## src/rtl/wishbone_to_ahb_if.sv

```systemverilog
// Signal bundle for the bridge: Wishbone classic slave side plus AHB-Lite master side.
// The slave modport is the bridge's view; master is the view of whatever sits around it.
interface wishbone_to_ahb_if #(
    parameter int ADDR_WIDTH = 32,
    parameter int DATA_WIDTH = 32
);
    logic                  wb_cyc;
    logic                  wb_stb;
    logic                  wb_we;
    logic [ADDR_WIDTH-1:0] wb_adr;
    logic [3:0]            wb_sel;
    logic [DATA_WIDTH-1:0] wb_dat_w;
    logic [DATA_WIDTH-1:0] wb_dat_r;
    logic                  wb_ack;
    logic                  wb_err;

    logic [ADDR_WIDTH-1:0] HADDR;
    logic [1:0]            HTRANS;
    logic                  HWRITE;
    logic [2:0]            HSIZE;
    logic [2:0]            HBURST;
    logic [3:0]            HPROT;
    logic                  HMASTLOCK;
    logic [DATA_WIDTH-1:0] HWDATA;
    logic [DATA_WIDTH-1:0] HRDATA;
    logic                  HREADY;
    logic                  HRESP;

    modport slave (
        input  wb_cyc, wb_stb, wb_we, wb_adr, wb_sel, wb_dat_w, HRDATA, HREADY, HRESP,
        output wb_dat_r, wb_ack, wb_err,
        output HADDR, HTRANS, HWRITE, HSIZE, HBURST, HPROT, HMASTLOCK, HWDATA
    );

    modport master (
        output wb_cyc, wb_stb, wb_we, wb_adr, wb_sel, wb_dat_w, HRDATA, HREADY, HRESP,
        input  wb_dat_r, wb_ack, wb_err,
        input  HADDR, HTRANS, HWRITE, HSIZE, HBURST, HPROT, HMASTLOCK, HWDATA
    );
endinterface

```

## src/rtl/wishbone_to_ahb.sv

```systemverilog
// Wishbone classic slave to AHB-Lite master bridge: each Wishbone cycle becomes one
// SINGLE AHB transfer, strictly one at a time.
module wishbone_to_ahb #(
    parameter logic [3:0] HPROT_VALUE = 4'b0011,
    parameter int         ADDR_WIDTH  = 32,
    parameter int         DATA_WIDTH  = 32
) (
    input  logic                   clk,
    input  logic                   rst,
    wishbone_to_ahb_if.slave       bus
);
    localparam logic [1:0] TRANS_IDLE   = 2'b00;
    localparam logic [1:0] TRANS_NONSEQ = 2'b10;

    typedef enum logic [1:0] {IDLE, ADDR, DATA, DONE} state_e;

    state_e                state_q;
    logic [1:0]            htrans_q;
    logic [ADDR_WIDTH-1:0] haddr_q;
    logic                  hwrite_q;
    logic [2:0]            hsize_q;
    logic [DATA_WIDTH-1:0] hwdata_q;
    logic [DATA_WIDTH-1:0] rdata_q;
    logic                  ack_q;
    logic                  err_q;
    logic                  abort_q;

    logic                  sel_ok_d;
    logic [2:0]            sel_size_d;
    logic [1:0]            sel_lo_d;
    logic                  aborting;
    logic                  unused_adr_bits;

    assign unused_adr_bits = &{1'b0, bus.wb_adr[1:0], 1'b0};

    // Only naturally aligned byte, halfword and word lane patterns map onto an AHB transfer.
    always_comb begin
        sel_ok_d   = 1'b1;
        sel_size_d = 3'b010;
        sel_lo_d   = 2'b00;
        case (bus.wb_sel)
            4'b0001: begin sel_size_d = 3'b000; sel_lo_d = 2'b00; end
            4'b0010: begin sel_size_d = 3'b000; sel_lo_d = 2'b01; end
            4'b0100: begin sel_size_d = 3'b000; sel_lo_d = 2'b10; end
            4'b1000: begin sel_size_d = 3'b000; sel_lo_d = 2'b11; end
            4'b0011: begin sel_size_d = 3'b001; sel_lo_d = 2'b00; end
            4'b1100: begin sel_size_d = 3'b001; sel_lo_d = 2'b10; end
            4'b1111: begin sel_size_d = 3'b010; sel_lo_d = 2'b00; end
            default: sel_ok_d = 1'b0;
        endcase
    end

    // A master that drops wb_cyc on the completing edge must not see a late termination.
    assign aborting = abort_q || !bus.wb_cyc;

    always_ff @(posedge clk) begin
        if (rst) begin
            state_q  <= IDLE;
            htrans_q <= TRANS_IDLE;
            haddr_q  <= '0;
            hwrite_q <= 1'b0;
            hsize_q  <= 3'b010;
            hwdata_q <= '0;
            rdata_q  <= '0;
            ack_q    <= 1'b0;
            err_q    <= 1'b0;
            abort_q  <= 1'b0;
        end else begin
            case (state_q)
                IDLE: begin
                    if (bus.wb_cyc && bus.wb_stb) begin
                        hwrite_q <= bus.wb_we;
                        hwdata_q <= bus.wb_dat_w;
                        haddr_q  <= {bus.wb_adr[ADDR_WIDTH-1:2], sel_lo_d};
                        hsize_q  <= sel_size_d;
                        if (sel_ok_d) begin
                            htrans_q <= TRANS_NONSEQ;
                            state_q  <= ADDR;
                        end else begin
                            err_q   <= 1'b1;
                            state_q <= DONE;
                        end
                    end
                end
                ADDR: begin
                    if (!bus.wb_cyc) abort_q <= 1'b1;
                    if (bus.HREADY) begin
                        htrans_q <= TRANS_IDLE;
                        state_q  <= DATA;
                    end
                end
                DATA: begin
                    if (!bus.wb_cyc) abort_q <= 1'b1;
                    // An ERROR response's first, not-ready cycle is deliberately ignored here.
                    if (bus.HREADY) begin
                        if (!hwrite_q) rdata_q <= bus.HRDATA;
                        ack_q   <= !aborting && !bus.HRESP;
                        err_q   <= !aborting && bus.HRESP;
                        state_q <= DONE;
                    end
                end
                DONE: begin
                    ack_q   <= 1'b0;
                    err_q   <= 1'b0;
                    abort_q <= 1'b0;
                    state_q <= IDLE;
                end
                default: state_q <= IDLE;
            endcase
        end
    end

    assign bus.HADDR     = haddr_q;
    assign bus.HTRANS    = htrans_q;
    assign bus.HWRITE    = hwrite_q;
    assign bus.HSIZE     = hsize_q;
    assign bus.HBURST    = 3'b000;
    assign bus.HPROT     = HPROT_VALUE;
    assign bus.HMASTLOCK = 1'b0;
    assign bus.HWDATA    = hwdata_q;
    assign bus.wb_dat_r  = rdata_q;
    assign bus.wb_ack    = ack_q;
    assign bus.wb_err    = err_q;
endmodule

```

## src/flat_wrapper.sv

```systemverilog
// flat-port wrapper written by rule: the top's interface ports become plain ports
module wishbone_to_ahb_flat 
#(
    parameter logic [3:0] HPROT_VALUE = 4'b0011,
    parameter int         ADDR_WIDTH  = 32,
    parameter int         DATA_WIDTH  = 32
)
  (clk, rst, bus_wb_cyc, bus_wb_stb, bus_wb_we, bus_wb_adr, bus_wb_sel, bus_wb_dat_w, bus_HRDATA, bus_HREADY, bus_HRESP, bus_wb_dat_r, bus_wb_ack, bus_wb_err, bus_HADDR, bus_HTRANS, bus_HWRITE, bus_HSIZE, bus_HBURST, bus_HPROT, bus_HMASTLOCK, bus_HWDATA);
  wishbone_to_ahb_if #(.ADDR_WIDTH(ADDR_WIDTH), .DATA_WIDTH(DATA_WIDTH)) bus_i ();
  input  logic clk;
  input  logic rst;
  input wire logic [$bits(bus_i.wb_cyc)-1:0] bus_wb_cyc;
  input wire logic [$bits(bus_i.wb_stb)-1:0] bus_wb_stb;
  input wire logic [$bits(bus_i.wb_we)-1:0] bus_wb_we;
  input wire logic [$bits(bus_i.wb_adr)-1:0] bus_wb_adr;
  input wire logic [$bits(bus_i.wb_sel)-1:0] bus_wb_sel;
  input wire logic [$bits(bus_i.wb_dat_w)-1:0] bus_wb_dat_w;
  input wire logic [$bits(bus_i.HRDATA)-1:0] bus_HRDATA;
  input wire logic [$bits(bus_i.HREADY)-1:0] bus_HREADY;
  input wire logic [$bits(bus_i.HRESP)-1:0] bus_HRESP;
  output wire logic [$bits(bus_i.wb_dat_r)-1:0] bus_wb_dat_r;
  output wire logic [$bits(bus_i.wb_ack)-1:0] bus_wb_ack;
  output wire logic [$bits(bus_i.wb_err)-1:0] bus_wb_err;
  output wire logic [$bits(bus_i.HADDR)-1:0] bus_HADDR;
  output wire logic [$bits(bus_i.HTRANS)-1:0] bus_HTRANS;
  output wire logic [$bits(bus_i.HWRITE)-1:0] bus_HWRITE;
  output wire logic [$bits(bus_i.HSIZE)-1:0] bus_HSIZE;
  output wire logic [$bits(bus_i.HBURST)-1:0] bus_HBURST;
  output wire logic [$bits(bus_i.HPROT)-1:0] bus_HPROT;
  output wire logic [$bits(bus_i.HMASTLOCK)-1:0] bus_HMASTLOCK;
  output wire logic [$bits(bus_i.HWDATA)-1:0] bus_HWDATA;
  assign bus_i.wb_cyc = bus_wb_cyc;
  assign bus_i.wb_stb = bus_wb_stb;
  assign bus_i.wb_we = bus_wb_we;
  assign bus_i.wb_adr = bus_wb_adr;
  assign bus_i.wb_sel = bus_wb_sel;
  assign bus_i.wb_dat_w = bus_wb_dat_w;
  assign bus_i.HRDATA = bus_HRDATA;
  assign bus_i.HREADY = bus_HREADY;
  assign bus_i.HRESP = bus_HRESP;
  assign bus_wb_dat_r = bus_i.wb_dat_r;
  assign bus_wb_ack = bus_i.wb_ack;
  assign bus_wb_err = bus_i.wb_err;
  assign bus_HADDR = bus_i.HADDR;
  assign bus_HTRANS = bus_i.HTRANS;
  assign bus_HWRITE = bus_i.HWRITE;
  assign bus_HSIZE = bus_i.HSIZE;
  assign bus_HBURST = bus_i.HBURST;
  assign bus_HPROT = bus_i.HPROT;
  assign bus_HMASTLOCK = bus_i.HMASTLOCK;
  assign bus_HWDATA = bus_i.HWDATA;
  wishbone_to_ahb #(.HPROT_VALUE(HPROT_VALUE), .ADDR_WIDTH(ADDR_WIDTH), .DATA_WIDTH(DATA_WIDTH)) u_core (.clk(clk), .rst(rst), .bus(bus_i));
endmodule
```

## config.mk

```make
export PLATFORM = sky130hd
export DESIGN_NAME = wishbone_to_ahb_flat
export DESIGN_NICKNAME = d
export VERILOG_FILES = /design/src/rtl/wishbone_to_ahb_if.sv /design/src/rtl/wishbone_to_ahb.sv /design/src/flat_wrapper.sv
export SDC_FILE = /design/constraint.sdc
export NUM_CORES = 1
export LEC_CHECK = 0
export BUFFER_PORTS_ARGS = -buffer_cell sky130_fd_sc_hd__buf_2
export CORE_MARGIN = 2
export CORE_UTILIZATION = 40
export DETAILED_ROUTE_END_ITERATION = 6
export GPL_TIMING_DRIVEN = 0
export PLACE_DENSITY_LB_ADDON = 0.05
export SYNTH_ARGS = -nofsm -noshare
export SYNTH_HDL_FRONTEND = slang
export SYNTH_SLANG_ARGS = --single-unit
```

## constraint.sdc

```tcl
create_clock -name clk -period 1.5 [get_ports clk]
set_input_delay 0.3 -clock clk [delete_from_list [all_inputs] [get_ports clk]]
set_output_delay 0.3 -clock clk [all_outputs]
set_load 0.1 [all_outputs]
```

# Word-level counts from Yosys, hierarchy flattened

Index checks and enable logic that the tools add are counted.

Reduce and logical (&&, ||, !) cells: 24
Bitwise gates (word level): 1
Mux-type cells: 20
Eq/ne operators: 16

Operator list:

| kind                                                  | count |
|---|---|
| two-way mux 2 bit                                     | 7 |
| equality test 4 bit, second input constant            | 3 |
| equality test 4 x 2 -> 1 bit, second input constant   | 2 |
| inequality test 2 bit, second input constant          | 4 |
| case mux 2 bit (2 select lines)                       | 2 |
| case mux 2 bit (4 select lines)                       | 1 |
| AND reduction 4 bit                                   | 2 |
| OR reduction 7 bit                                    | 1 |
| two-way mux 1 bit                                     | 6 |
| case mux 2 bit (3 select lines)                       | 1 |
| AND reduction 2 bit                                   | 3 |
| AND reduction 3 bit                                   | 2 |
| nonzero test 2 bit                                    | 3 |
| OR reduction 2 bit                                    | 3 |
| equality test 2 bit, second input constant            | 2 |
| equality test 4 x 1 -> 1 bit, second input constant   | 1 |
| equality test 4 x 3 -> 1 bit, second input constant   | 1 |
| inequality test 2 x 1 -> 1 bit, second input constant | 2 |
| case mux 1 bit (2 select lines)                       | 2 |
| OR reduction 4 bit                                    | 1 |
| logical AND 1 bit                                     | 3 |
| logical NOT 1 bit                                     | 3 |
| case mux 1 bit (3 select lines)                       | 1 |
| nonzero test 3 bit                                    | 1 |
| 4 further kinds                                       | 4 |

Word-level logic and storage cells: 71
Output and inout bits: 112
Flip-flop bits (word level): 107

# Longest topological paths before layout

Gate-level depths: netlist of the first run.

Depth after elaboration: 6
Gate-level depth with buffers: 8

# Worst setup path before layout of the first run

No wires, ideal clock.

Kind: register -> register
Start point: register u_core.hwrite_q (netlist: u_core.bus.HWRITE)
End point: register u_core.rdata_q[10] (netlist: u_core.bus.wb_dat_r[10])
Library setup time: 0.071 ns
Arrival: 1.703 ns
Clock period less this slack: 1.773 ns
Path slack: -0.273 ns
Cell stages (with the launch flop): 6
Required time: 1.429 ns
Path through: dfxtp_1 or2_1 clkbuf_1 buf_2 nand2_1 a21oi_1

Word-level cells in the longest chain between the ends: 2

RTL lines:

| item                                 | line                  | text |
|---|---|---|
| start, declared                      | wishbone_to_ahb.sv:20 | `logic hwrite_q;` |
| start signal, assigned               | wishbone_to_ahb.sv:72 | `hwrite_q <= bus.wb_we;` |
| NOT 1 bit (no source line)           | --                    |  |
| AND reduction 3 bit (no source line) | --                    |  |
| end signal, assigned                 | wishbone_to_ahb.sv:96 | `if (!hwrite_q) rdata_q <= bus.HRDATA;` |
| end, declared                        | wishbone_to_ahb.sv:23 | `logic [DATA_WIDTH-1:0] rdata_q;` |

No other way between the ends.
A chain may end at the register's enable or synchronous reset.

# Final worst setup path of the first run

Start point: register u_core.state_q[1]
End point: register u_core.htrans_q[1] (netlist: u_core.bus.HTRANS[1])

Word-level cells in the longest chain between the ends: 3
Elaborated cells between the ends (all ways): 8
Those cells by class: eq/ne (4); mux (1); reduce/logical (3)

RTL lines:

| item                                                              | line                  | text |
|---|---|---|
| start, declared                                                   | wishbone_to_ahb.sv:17 | `state_e state_q;` |
| start signal, assigned                                            | wishbone_to_ahb.sv:58 | `state_q <= IDLE;` |
| start signal, assigned                                            | wishbone_to_ahb.sv:78 | `state_q <= ADDR;` |
| start signal, assigned                                            | wishbone_to_ahb.sv:81 | `state_q <= DONE;` |
| equality test 2 x 1 -> 1 bit or logical NOT 2 bit (tied branches) | wishbone_to_ahb.sv:69 | `case (state_q)` |
| inequality test 2 bit (no source line) (tied with other cells)    | --                    |  |
| AND reduction 4 bit (no source line)                              | --                    |  |
| end signal, assigned                                              | wishbone_to_ahb.sv:59 | `htrans_q <= TRANS_IDLE;` |
| end signal, assigned                                              | wishbone_to_ahb.sv:77 | `htrans_q <= TRANS_NONSEQ;` |
| end signal, assigned                                              | wishbone_to_ahb.sv:88 | `htrans_q <= TRANS_IDLE;` |
| end, declared                                                     | wishbone_to_ahb.sv:18 | `logic [1:0] htrans_q;` |

Several ways; a longest one is shown, not always the timed one.

==> out/qor.yml, run 1 <==
power_and_ir_drop:
  power.share.clock_pct: 18.7
  seqPwrFrac_pct: 35.1
  p_leak_nw: 2.63
  total_power_mw: 9.33
  comb_power_share_pct: 46.2
  swShare_pct: 46.1
  internal-power_mw: 5.02
  ir_drop_v: 0.000876
  cellPowerDensity_nw_per_um2: 1640
  switchingPower_mw: 4.30
timing:
  final_max_slew_viol_count: 0
  grt_setup_unrepaired: "true"
  setup_ws_ns: -0.0449
  max_freq_mhz: 647
  finalCriticalPeriod_ns: 1.54
  setup_viol: 1
  slew_headroom_pct: 63.8
  hold_ws_ns: 0.162
  worst_clock_skew_ns: 0.00455
  hold_violations: 0
  tightest_slew_ns: 0.543
  finalCritPeriodShare_pct: 103
yosys:
  yosys_warnings: 0
  synthCells: 507
  ys_ff_latch: 105
  synth_ff_type: "dfxtp_1"
  synth_area_sq_um: 4060
  seq_area_frac_synth_pct: 51.8
  syn_avg_cell_area_sq_um: 8.00
  synth_edf_count: 0
  async_reset_ff_share_pct: 0
  synth.distinct_cells: 43
cts:
  numCtsBuffers: 9
  root_buffer: "clkbuf_8"
  clk_latency_ns: 0.36
  cts_buffer_depth: 2
  htreeDepth: 3
  cts_sinks: 105
  clkTransAtPathRegs_ns: 0.09
  cts_hold_buf: 0
  cts_tree: "built"
outcome:
  violations: "negative setup slack"
  status: "finished with violations"
setup_path:
  worstPathMaxFanout: 8
  r2r.worst_path.cells: 6
  endpoint_kind: "flip-flop"
  arrival_ns: 1.80
  critPathRequiredTime_ns: 1.75
  crit_type: "reg -> reg"
  worst_setup_path_start_kind: "flip-flop"
  r2r_slack_ns: -0.04
grt:
  overflow: 0
  antenna_found_initial: 0
  grt_pass1_wl_um: 18400
  track_usage_pct: 20.9
  grt_pass1_vias: 3792
  grt_max_degree: 17
final_layout:
  n_antenna_cell: 0
  multiInputGateArea_sq_um: 1810
  fillers: 977
  finalNetCount: 851
  final_core_util_pct: 58.1
  seq_area_sq_um: 2110
  final_common_cell: "buf_2"
  syn_to_final_growth_pct: 40.5
  design_area_sq_um: 5700
  layout_common_cells: "buf_2, nand2_1, dfxtp_1"
  drive_gt1_share_pct: 38.2
min_path:
  hold_depth: 3
  min_path_type: "in -> reg"
route:
  drc: 0
  routed_wirelength_um: 11700
  first_iter_violations: 122
  vias: 4118
  antenna_left: 0
  routedWlPerCell_um: 13.3
  firstDrtPassIters: 4
  viasPerCell: 4.70
placement:
  post-place-ws_ns: -0.294
  gp_congestion: 0.764
  postPlaceCellArea_sq_um: 5310
  dp.final_hpwl_um: 8990
  port_buffers: 204
floorplanning:
  coreArea_sq_um: 9820
  fp-row-count: 36
  floorplan.initialDensity_pct: 41.3
  num_io_pins: 219
  dieWidth_um: 105
  die_area_sq_um: 11000
  die_h_um: 105
job:
  cap_violations: 0
==> area by class of cell <==
type / instances / area share [%]
clock inverters: 5 / 0.944
flip-flops and latches: 105 / 37.0
clock buffers: 11 / 2.48
multi-input cells: 363 / 31.8
well taps: 133 / 2.92
repair buffers: 214 / 19.4
plain buffers: 43 / 5.16
inverters: 3 / 0.285
==> power groups by stage <==
| stage | Clock [mW] | Sequential (mW) | Combinational (mW) |
|---|---|---|---|
| after floorplan | 0 | 5.31 | 1.31 |
| after global routing | 1.91 | 3.31 | 4.56 |
| final | 1.74 | 3.27 | 4.31 |
| after CTS | 1.82 | 3.27 | 4.24 |
| after global placement | 0 | 3.32 | 3.97 |
| after detailed placement | 0 | 3.33 | 4.02 |
==> cells by family (layout without fill, tap and decap cells) <==
kind of cell	count (synthesis)	in the layout	share of synthesized area [%]
other	2	10	0.185
AOI/OAI and AO/OA	115	115	16.2
adders and majority gates	5	5	1.54
xor gates and xnor gates	2	2	0.432
muxes	4	4	1.05
and+or+nand+nor	227	227	22.5
DFF	105	105	51.8
buffers and inverters	47	276	6.29
==> layer usage <==
metal  up-vias  share of wire, %  GRT usage, %  routed length [um]
li1       2092                 -             -                   -
met3        16               7.2          4.74                 840
met1      1866                41          25.1                4840
met4         0               1.9          8.19                 219
met2       144                50          36.2                5800
met5         -                 0             0                   0
==> flip-flops by register name (all words and copies together) (netlist names) <==
name,cells
u_core.bus.HADDR,32
u_core.state_q,2
u_core.bus.wb_dat_r,32
u_core.bus.HTRANS,1
u_core.bus.wb_err,1
u_core.abort_q,1
u_core.bus.HSIZE,2
u_core.bus.HWDATA,32
u_core.bus.wb_ack,1
u_core.bus.HWRITE,1
==> worst max-delay path, stage by stage, from the launching register on <==
cell,delay (ns)
dfxtp_4,0.38
inv_4,0.05
ha_4,0.18
a21bo_4,0.20
o211ai_1,0.09
a31oi_1,0.18
mux2_1,0.35
==> through the flow <==
step           TNS (ns)  instances
2_1_floorplan         0        515
3_3_place_gp     -13.36        852
3_5_place_dp     -15.17        852
4_1_cts         -0.0445        873
5_1_grt          -0.861        877
6_report        -0.0449        877
==> timing repair <==
item | 4_1_cts | 5_1_grt
pin swaps | 4 | 3
endpoints found under the setup margin | 95 | 80
setup buffers | 6 | 4
resized for setup | 23 | 19
==> cell usage after synthesis, drive strengths merged (2+ instances only) <==
cell type | instances | share of area (%)
a211oi | 2 | 0.49
a21oi | 98 | 12
a31oi | 2 | 0.31
and3 | 2 | 0.34
buf | 29 | 4.6
clkbuf | 15 | 1.4
conb | 2 | 0.19
dfxtp | 105 | 52
ha | 5 | 1.5
inv | 3 | 0.28
mux2 | 2 | 0.56
mux2i | 2 | 0.49
nand2 | 197 | 18
nand2b | 5 | 0.77
nand3 | 2 | 0.25
nor2 | 9 | 0.89
nor2b | 3 | 0.46
nor4 | 2 | 0.31
o211ai | 3 | 0.89
o21ai | 2 | 0.34
o22ai | 2 | 0.31
or2 | 3 | 0.46
==> worst paths after layout <==
check / from / endpoint
min reg2reg: u_core.bus.wb_dat_r[25]$_SDFFE_PP0P_ / u_core.bus.wb_dat_r[25]$_SDFFE_PP0P_
max reg2reg: u_core.state_q[1]$_SDFFE_PP0P_ / u_core.bus.HTRANS[1]$_SDFFE_PP0P_
min: bus_wb_adr[14] / u_core.bus.HADDR[14]$_SDFFE_PP0P_
max: u_core.state_q[1]$_SDFFE_PP0P_ / u_core.bus.HTRANS[1]$_SDFFE_PP0P_
Power figures use the tool's default switching activity.
==> run 2: changes to the inputs <==
- BUFFER_PORTS_ARGS: -buffer_cell sky130_fd_sc_hd__buf_2 -> default
- CORE_MARGIN: 2 -> 1
- CORE_UTILIZATION: 40 -> 56
- DONT_BUFFER_PORTS: default -> 1
==> run 2 against run 1 <==
  * The flow still finishes with violations (negative setup slack)
  * Die area shrank 31%
  * Final area shrank 15%
  * Utilization grew 12 points
  * Register-to-register slack gained 0.02 ns
  * Final cell count shrank 27%
  * Clock power grew 19%
  * Fmax grew 1.5%
  * Setup slack gained 0.022 ns
  * Clock skew grew 0.0038 ns
  * Largest power group is now registers
  * First-iteration DRC count grew 24%
  * Sequential cell count is the same
==> out/qor.yml, run 2 (synthesis results as in run 1) <==
floorplanning:
  coreArea_sq_um: 6910  # -30%
  fp-row-count: 30  # -17%
  floorplan.initialDensity_pct: 58.7  # +17 points
  die_area_sq_um: 7590  # -31%
  dieWidth_um: 87.1  # -17%
  num_io_pins: 219  # unchanged
  die_h_um: 87.1  # -17%
cts:
  clk_latency_ns: 0.35  # about the same
  cts_sinks: 105  # unchanged
  cts_buffer_depth: 2  # unchanged
  clkTransAtPathRegs_ns: 0.10  # about the same
  htreeDepth: 3  # unchanged
  root_buffer: "clkbuf_8"
  cts_tree: "built"
  cts_hold_buf: 0  # unchanged
  numCtsBuffers: 9  # unchanged
timing:
  max_freq_mhz: 657  # +1.5%
  hold_violations: 0  # unchanged
  finalCritPeriodShare_pct: 101  # -1.5 points
  setup_viol: 4  # +3
  tightest_slew_ns: 0.550  # +0.00757 ns
  worst_clock_skew_ns: 0.00833  # +0.00378 ns
  finalCriticalPeriod_ns: 1.52  # -0.0224 ns
  slew_headroom_pct: 63.3  # -0.50 points
  final_max_slew_viol_count: 0  # unchanged
  setup_ws_ns: -0.0224  # +0.0224 ns
  grt_setup_unrepaired: "true"
placement:
  dp.final_hpwl_um: 7280  # -19%
  port_buffers: 0  # -100%
  gp_congestion: 0.785  # +2.7%
  dpl.cell_count: 611  # -28%
route:
  viasPerCell: 5.33  # +14%
  drc: 0  # unchanged
  first_iter_violations: 151  # +24%
  firstDrtPassIters: 5  # +1
  antenna_left: 0  # unchanged
  routed_wirelength_um: 9980  # -15%
  vias: 3392  # -18%
  routedWlPerCell_um: 15.7  # +18%
setup_path:
  arrival_ns: 1.76  # -0.04 ns
  critical_path.max_stage_delay_ns: 0.38  # about the same
  r2r_start: "u_core.state_q[1]$_SDFFE_PP0P_"
  worst_setup_path_start_kind: "flip-flop"
  timing.rr.end: "u_core.bus.HTRANS[1]$_SDFFE_PP0P_"
  crit_chain: "inv_4 -> ha_4 -> a21bo_4 -> o211ai_1 -> a31oi_1 -> mux2_1"
  worstPathMaxFanout: 8  # unchanged
  endpoint_kind: "flip-flop"
  crit_type: "reg -> reg"
  r2r_slack_ns: -0.02  # +0.02 ns
  cp_slowest_cell: "dfxtp_4"
  r2r.worst_path.cells: 6  # unchanged
  critPathRequiredTime_ns: 1.74  # about the same
final_layout:
  finalNetCount: 647  # -24%
  final_core_util_pct: 69.9  # +12 points
  syn_to_final_growth_pct: 19.0
  final_common_cell: "nand2_1"
  layout_common_cells: "nand2_1, dfxtp_2, a21oi_1"
  n_antenna_cell: 0  # unchanged
  fin_cells: 636  # -27%
  fillers: 581  # -41%
  drive_gt1_share_pct: 34.4  # -3.7 points
grt:
  track_usage_pct: 25.7  # +4.8 points
  grt_pass1_vias: 3107  # -18%
  antenna_found_initial: 0  # unchanged
  grt_pass1_wl_um: 15000  # -19%
  overflow: 0  # unchanged
  grt_max_degree: 17  # unchanged
min_path:
  hp-start: "bus_wb_dat_w[2]"
  min_path_type: "in -> reg"
  holdPathEnd: "u_core.bus.HWDATA[2]$_SDFFE_PP0P_"
  hold_depth: 2  # -1
outcome:
  status: "finished with violations"
  violations: "negative setup slack"
job:
  cap_violations: 0  # unchanged
power_and_ir_drop:
  p_leak_nw: 1.74  # -34%
  total_power_mw: 9.36  # +0.34%
  ir_drop_v: 0.00114  # +30%
  cellPowerDensity_nw_per_um2: 1940  # +18%
run 2: repair_timing:
| item | 4_1_cts | 5_1_grt |
|---|---|---|
| endpoints found under the setup margin | 194 | 83 |
| resized for setup | 121 | 34 |
| gates cloned | 0 | 1 |
| hold endpoints to repair | 0 | 0 |
| setup buffers | 4 | 5 |
| pin swaps | 4 | 9 |
run 2: critical path, delay by kind of cell (launching register included):
| family | cells | cell delay [ns] |
|---|---|---|
| adders and majority gates | 1 | 0.19 |
| AOI/OAI and AO/OA | 3 | 0.46 |
| muxes | 1 | 0.34 |
| DFF | 1 | 0.38 |
| buffers and inverters | 1 | 0.05 |
run 2: layer usage:
layer  up-vias  GRT usage (%)  wire (um)
li1       1680              -          -
met5         -              0          0
met2       155           43.1       5070
met1      1538           29.5       3610
met4         0           10.4        225
met3        19           9.67       1070
run 2: stage by stage:
step	hold slack, ns	area [sq um]	TNS [ns]	setup slack, ns
floorplan	0.428	4120	0	0.0181
global placement	0.432	4240	-9.68	-0.197
detailed placement	0.437	4240	-12.39	-0.245
CTS	0.0467	4710	-0.0325	-0.0325
global route	0.0320	4830	-2.05	-0.0930
finish	0.0586	4830	-0.0390	-0.0224
run 2: cell type report:
class	count	area, sq um	area share [%]
Buffer	43	289	5.99
Clock buffer	12	145	3.01
Clock inverter	4	98.8	2.05
Inverter	3	18.8	0.389
Multi-Input combinational cell	363	1830	38.0
Sequential cell	105	2240	46.4
Tap cell	96	120	2.49
Timing Repair Buffer	10	82.6	1.71
run 2: report_power, final:
group	switching (mW)	internal [mW]
Combinational	1.05	0.838
Sequential	2.23	3.17
Clock	0.908	1.16
run 2: worst max path at each step:
stage | slack [ns] | start | end
floorplan | 0.02 | u_core.state_q[0]$_SDFFE_PP0P_ | u_core.bus.wb_dat_r[15]$_SDFFE_PP0P_
global route | -0.09 | u_core.state_q[0]$_SDFFE_PP0P_ | u_core.bus.HTRANS[1]$_SDFFE_PP0P_
global placement | -0.20 | u_core.state_q[0]$_SDFFE_PP0P_ | u_core.bus.HWDATA[30]$_SDFFE_PP0P_
finish | -0.02 | u_core.state_q[1]$_SDFFE_PP0P_ | u_core.bus.HTRANS[1]$_SDFFE_PP0P_
CTS | -0.03 | u_core.state_q[0]$_SDFFE_PP0P_ | u_core.bus.HTRANS[1]$_SDFFE_PP0P_
detailed placement | -0.24 | u_core.state_q[0]$_SDFFE_PP0P_ | u_core.bus.HWDATA[29]$_SDFFE_PP0P_
==> run 3: changes to the inputs <==
- ABC_AREA: default -> 1
- PLACE_DENSITY: default -> 0.75
- PLACE_DENSITY_LB_ADDON: 0.05 -> default
==> run 3 against run 2 <==
  * The run now ends clean
  * Die area down 1.7%
  * Critical endpoint is now u_core.bus.HWDATA[20]$_SDFFE_PP0P_
  * Synthesized cell count up 2.6%
  * Global-route usage is 1.3 points lower
  * Critical path type unchanged
  * Setup slack improved by 0.12 ns
  * Hold slack worse by 0.033 ns
==> out/qor.yml, run 3 <==
outcome:
  status: "completed"
final_layout:
  finalNetCount: 655  # +1.2%
  design_area_sq_um: 4540  # -6.1%
  n_antenna_cell: 0  # unchanged
  drive_gt1_share_pct: 29.7  # -4.7 points
  layout_common_cells: "nor2_1, dfxtp_2, o21ai_0"
  final_common_cell: "nor2_1"
  fin_cells: 644  # +1.3%
  syn_to_final_growth_pct: 13.8
yosys:
  synthCells: 520  # +2.6%
  synth_area_sq_um: 3990  # -1.7%
  yosys.area.top_type_share_pct: 52.7  # +0.91 points
  synthMostInstantiatedCell: "nor2_1"
  synth_top_cell_by_area: "dfxtp_1"
  yosys_warnings: 0  # unchanged
  async_reset_ff_share_pct: 0  # unchanged
  yosys-top-cells-area: "dfxtp_1, nor2_1, o21ai_0, nand2_1, buf_4"
  seq_area_frac_synth_pct: 52.7  # +0.91 points
  syn_avg_cell_area_sq_um: 7.67  # -4.2%
  synthTopCellsByCount: "nor2_1, dfxtp_1, o21ai_0, nand2_1, inv_1"
  ys_ff_latch: 105  # unchanged
  synth_edf_count: 0  # unchanged
  synth_ff_type: "dfxtp_1"
  synth.distinct_cells: 22  # -49%
timing:
  setup_viol: 0  # -4
  fin_tns_setup_ns: 0  # +0.0390 ns
  max_freq_mhz: 712  # +8.4%
  hold_ws_ns: 0.0260  # -0.0327 ns
  final_max_slew_viol_count: 0  # unchanged
  worst_clock_skew_ns: 0.0105  # +0.00214 ns
  slew_headroom_pct: 63.8  # +0.50 points
  finalCritPeriodShare_pct: 93.6  # -7.9 points
  tightest_slew_ns: 0.543  # -0.00757 ns
  hold_violations: 0  # unchanged
  finalCriticalPeriod_ns: 1.40  # -0.118 ns
floorplanning:
  num_io_pins: 219  # unchanged
  die_h_um: 86.4  # -0.85%
  die_area_sq_um: 7460  # -1.7%
  dieWidth_um: 86.4  # -0.85%
  fp-row-count: 30  # unchanged
  coreArea_sq_um: 6830  # -1.1%
  floorplan.initialDensity_pct: 58.4  # -0.38 points
route:
  routedWlPerCell_um: 14.4  # -8.2%
  first_iter_violations: 154  # +2.0%
  drc: 0  # unchanged
  firstDrtPassIters: 4  # -1
  vias: 3381  # -0.32%
  viasPerCell: 5.25  # -1.6%
  routed_wirelength_um: 9270  # -7.0%
  antenna_left: 0  # unchanged
cts:
  clk_latency_ns: 0.35  # about the same
  root_buffer: "clkbuf_8"
  clkTransAtPathRegs_ns: 0.09  # about the same
  cts_buffer_depth: 2  # unchanged
  htreeDepth: 3  # unchanged
  cts_tree: "built"
  cts_sinks: 105  # unchanged
  numCtsBuffers: 9  # unchanged
setup_path:
  critPathRequiredTime_ns: 1.78  # +0.04 ns
  r2r.worst_path.cells: 8  # +2
  r2r_start: "u_core.state_q[0]$_SDFFE_PP0P_"
  worstPathMaxFanout: 10  # +2
  endpoint_kind: "flip-flop"
  timing.rr.end: "u_core.bus.HWDATA[20]$_SDFFE_PP0P_"
  worst_setup_path_start_kind: "flip-flop"
  arrival_ns: 1.68  # -0.08 ns
  r2r_slack_ns: 0.1  # +0.12 ns
  crit_type: "reg -> reg"
grt:
  track_usage_pct: 24.4  # -1.3 points
  overflow: 0  # unchanged
  grt_pass1_wl_um: 14400  # -3.4%
  antenna_found_initial: 0  # unchanged
  grt_pass1_vias: 3268  # +5.2%
  grt_max_degree: 18  # +1
min_path:
  holdPathEnd: "u_core.abort_q$_SDFFE_PP0P_"
  hp-start: "rst"
  min_path_type: "in -> reg"
  hold_depth: 1  # -1
placement:
  port_buffers: 0  # unchanged
  postPlaceCellArea_sq_um: 4140  # -2.4%
  dpl.cell_count: 624  # +2.1%
  dp.final_hpwl_um: 6700  # -7.9%
  gp_congestion: 0.746  # -5.1%
power_and_ir_drop:
  cellPowerDensity_nw_per_um2: 2470  # +27%
  p_leak_nw: 2.07  # +19%
  ir_drop_v: 0.00132  # +16%
  total_power_mw: 11.2  # +19%
job:
  cap_violations: 0  # unchanged
[run 3: what timing repair did]
| action | 4_1_cts | 5_1_grt |
|---|---|---|
| setup buffers | 1 | 2 |
| gates resized for setup | 111 | 13 |
| hold buffers | 1 | 0 |
| setup endpoints to repair | 198 | 97 |
| pin swaps | 2 | 2 |
| hold endpoints to repair | 1 | 0 |
[run 3: cells by family after synthesis]
family / synth area share (%)
simple gates: 23.3
compound gates: 14.1
flops: 52.7
buf+inv: 8.13
fa+ha+maj: 1.57
other cells: 0.188
[run 3: worst max-delay path by stage]
stage                                              start                                 end  depth (start not counted)
after CTS                 u_core.state_q[1]$_SDFFE_PP0P_  u_core.bus.HWDATA[28]$_SDFFE_PP0P_                          8
final                     u_core.state_q[0]$_SDFFE_PP0P_  u_core.bus.HWDATA[20]$_SDFFE_PP0P_                          8
after global placement    u_core.state_q[0]$_SDFFE_PP0P_    u_core.bus.HSIZE[1]$_SDFFE_PP1P_                          8
after global routing      u_core.state_q[1]$_SDFFE_PP0P_   u_core.bus.HWDATA[4]$_SDFFE_PP0P_                          9
after detailed placement  u_core.state_q[0]$_SDFFE_PP0P_   u_core.bus.HADDR[21]$_SDFFE_PP0P_                          8
after floorplan           u_core.state_q[0]$_SDFFE_PP0P_    u_core.bus.HSIZE[1]$_SDFFE_PP1P_                          8
[run 3: per-stage QoR]
stage,setup slack [ns],utilization [%]
2_1_floorplan,0.130,-
3_3_place_gp,-0.113,60.6
3_5_place_dp,-0.164,60.6
4_1_cts,0.0275,65.5
5_1_grt,-0.00450,66.4
6_report,0.0954,66.4
[run 3: routing by layer]
layer	wire length [um]	track usage [%]
met1	3710	26.4
met2	4540	43.1
met3	749	7.24
met4	269	12.6
met5	0	0
[run 3: final cells by class]
cell class                 instances  area, sq um
buffer                            40          270
clock buffer                      10          128
clock inverter                     6         43.8
fill                             562         2300
inverter                          19         76.3
multi-input combinational        364         1620
sequential                       105         2230
tap                               96          120
timing repair buffer               4         45.0
[run 3: power by group]
| part | internal, mW | switching (mW) | leakage (nW) | total, mW |
|---|---|---|---|---|
| Clock | 0.612 | 0.952 | 0.0866 | 1.56 |
| Combinational | 0.771 | 1.24 | 1.08 | 2.01 |
| Sequential | 3.48 | 4.13 | 0.902 | 7.61 |
| Total | 4.86 | 6.32 | 2.07 | 11.2 |
[run 3: critical path, stage by stage, from the launching register on]
cell	delay, ns
dfxtp_2	0.35
inv_2	0.11
ha_4	0.18
inv_2	0.05
nor2_4	0.11
buf_12	0.14
buf_2	0.20
o21ai_0	0.09
nor2_1	0.11
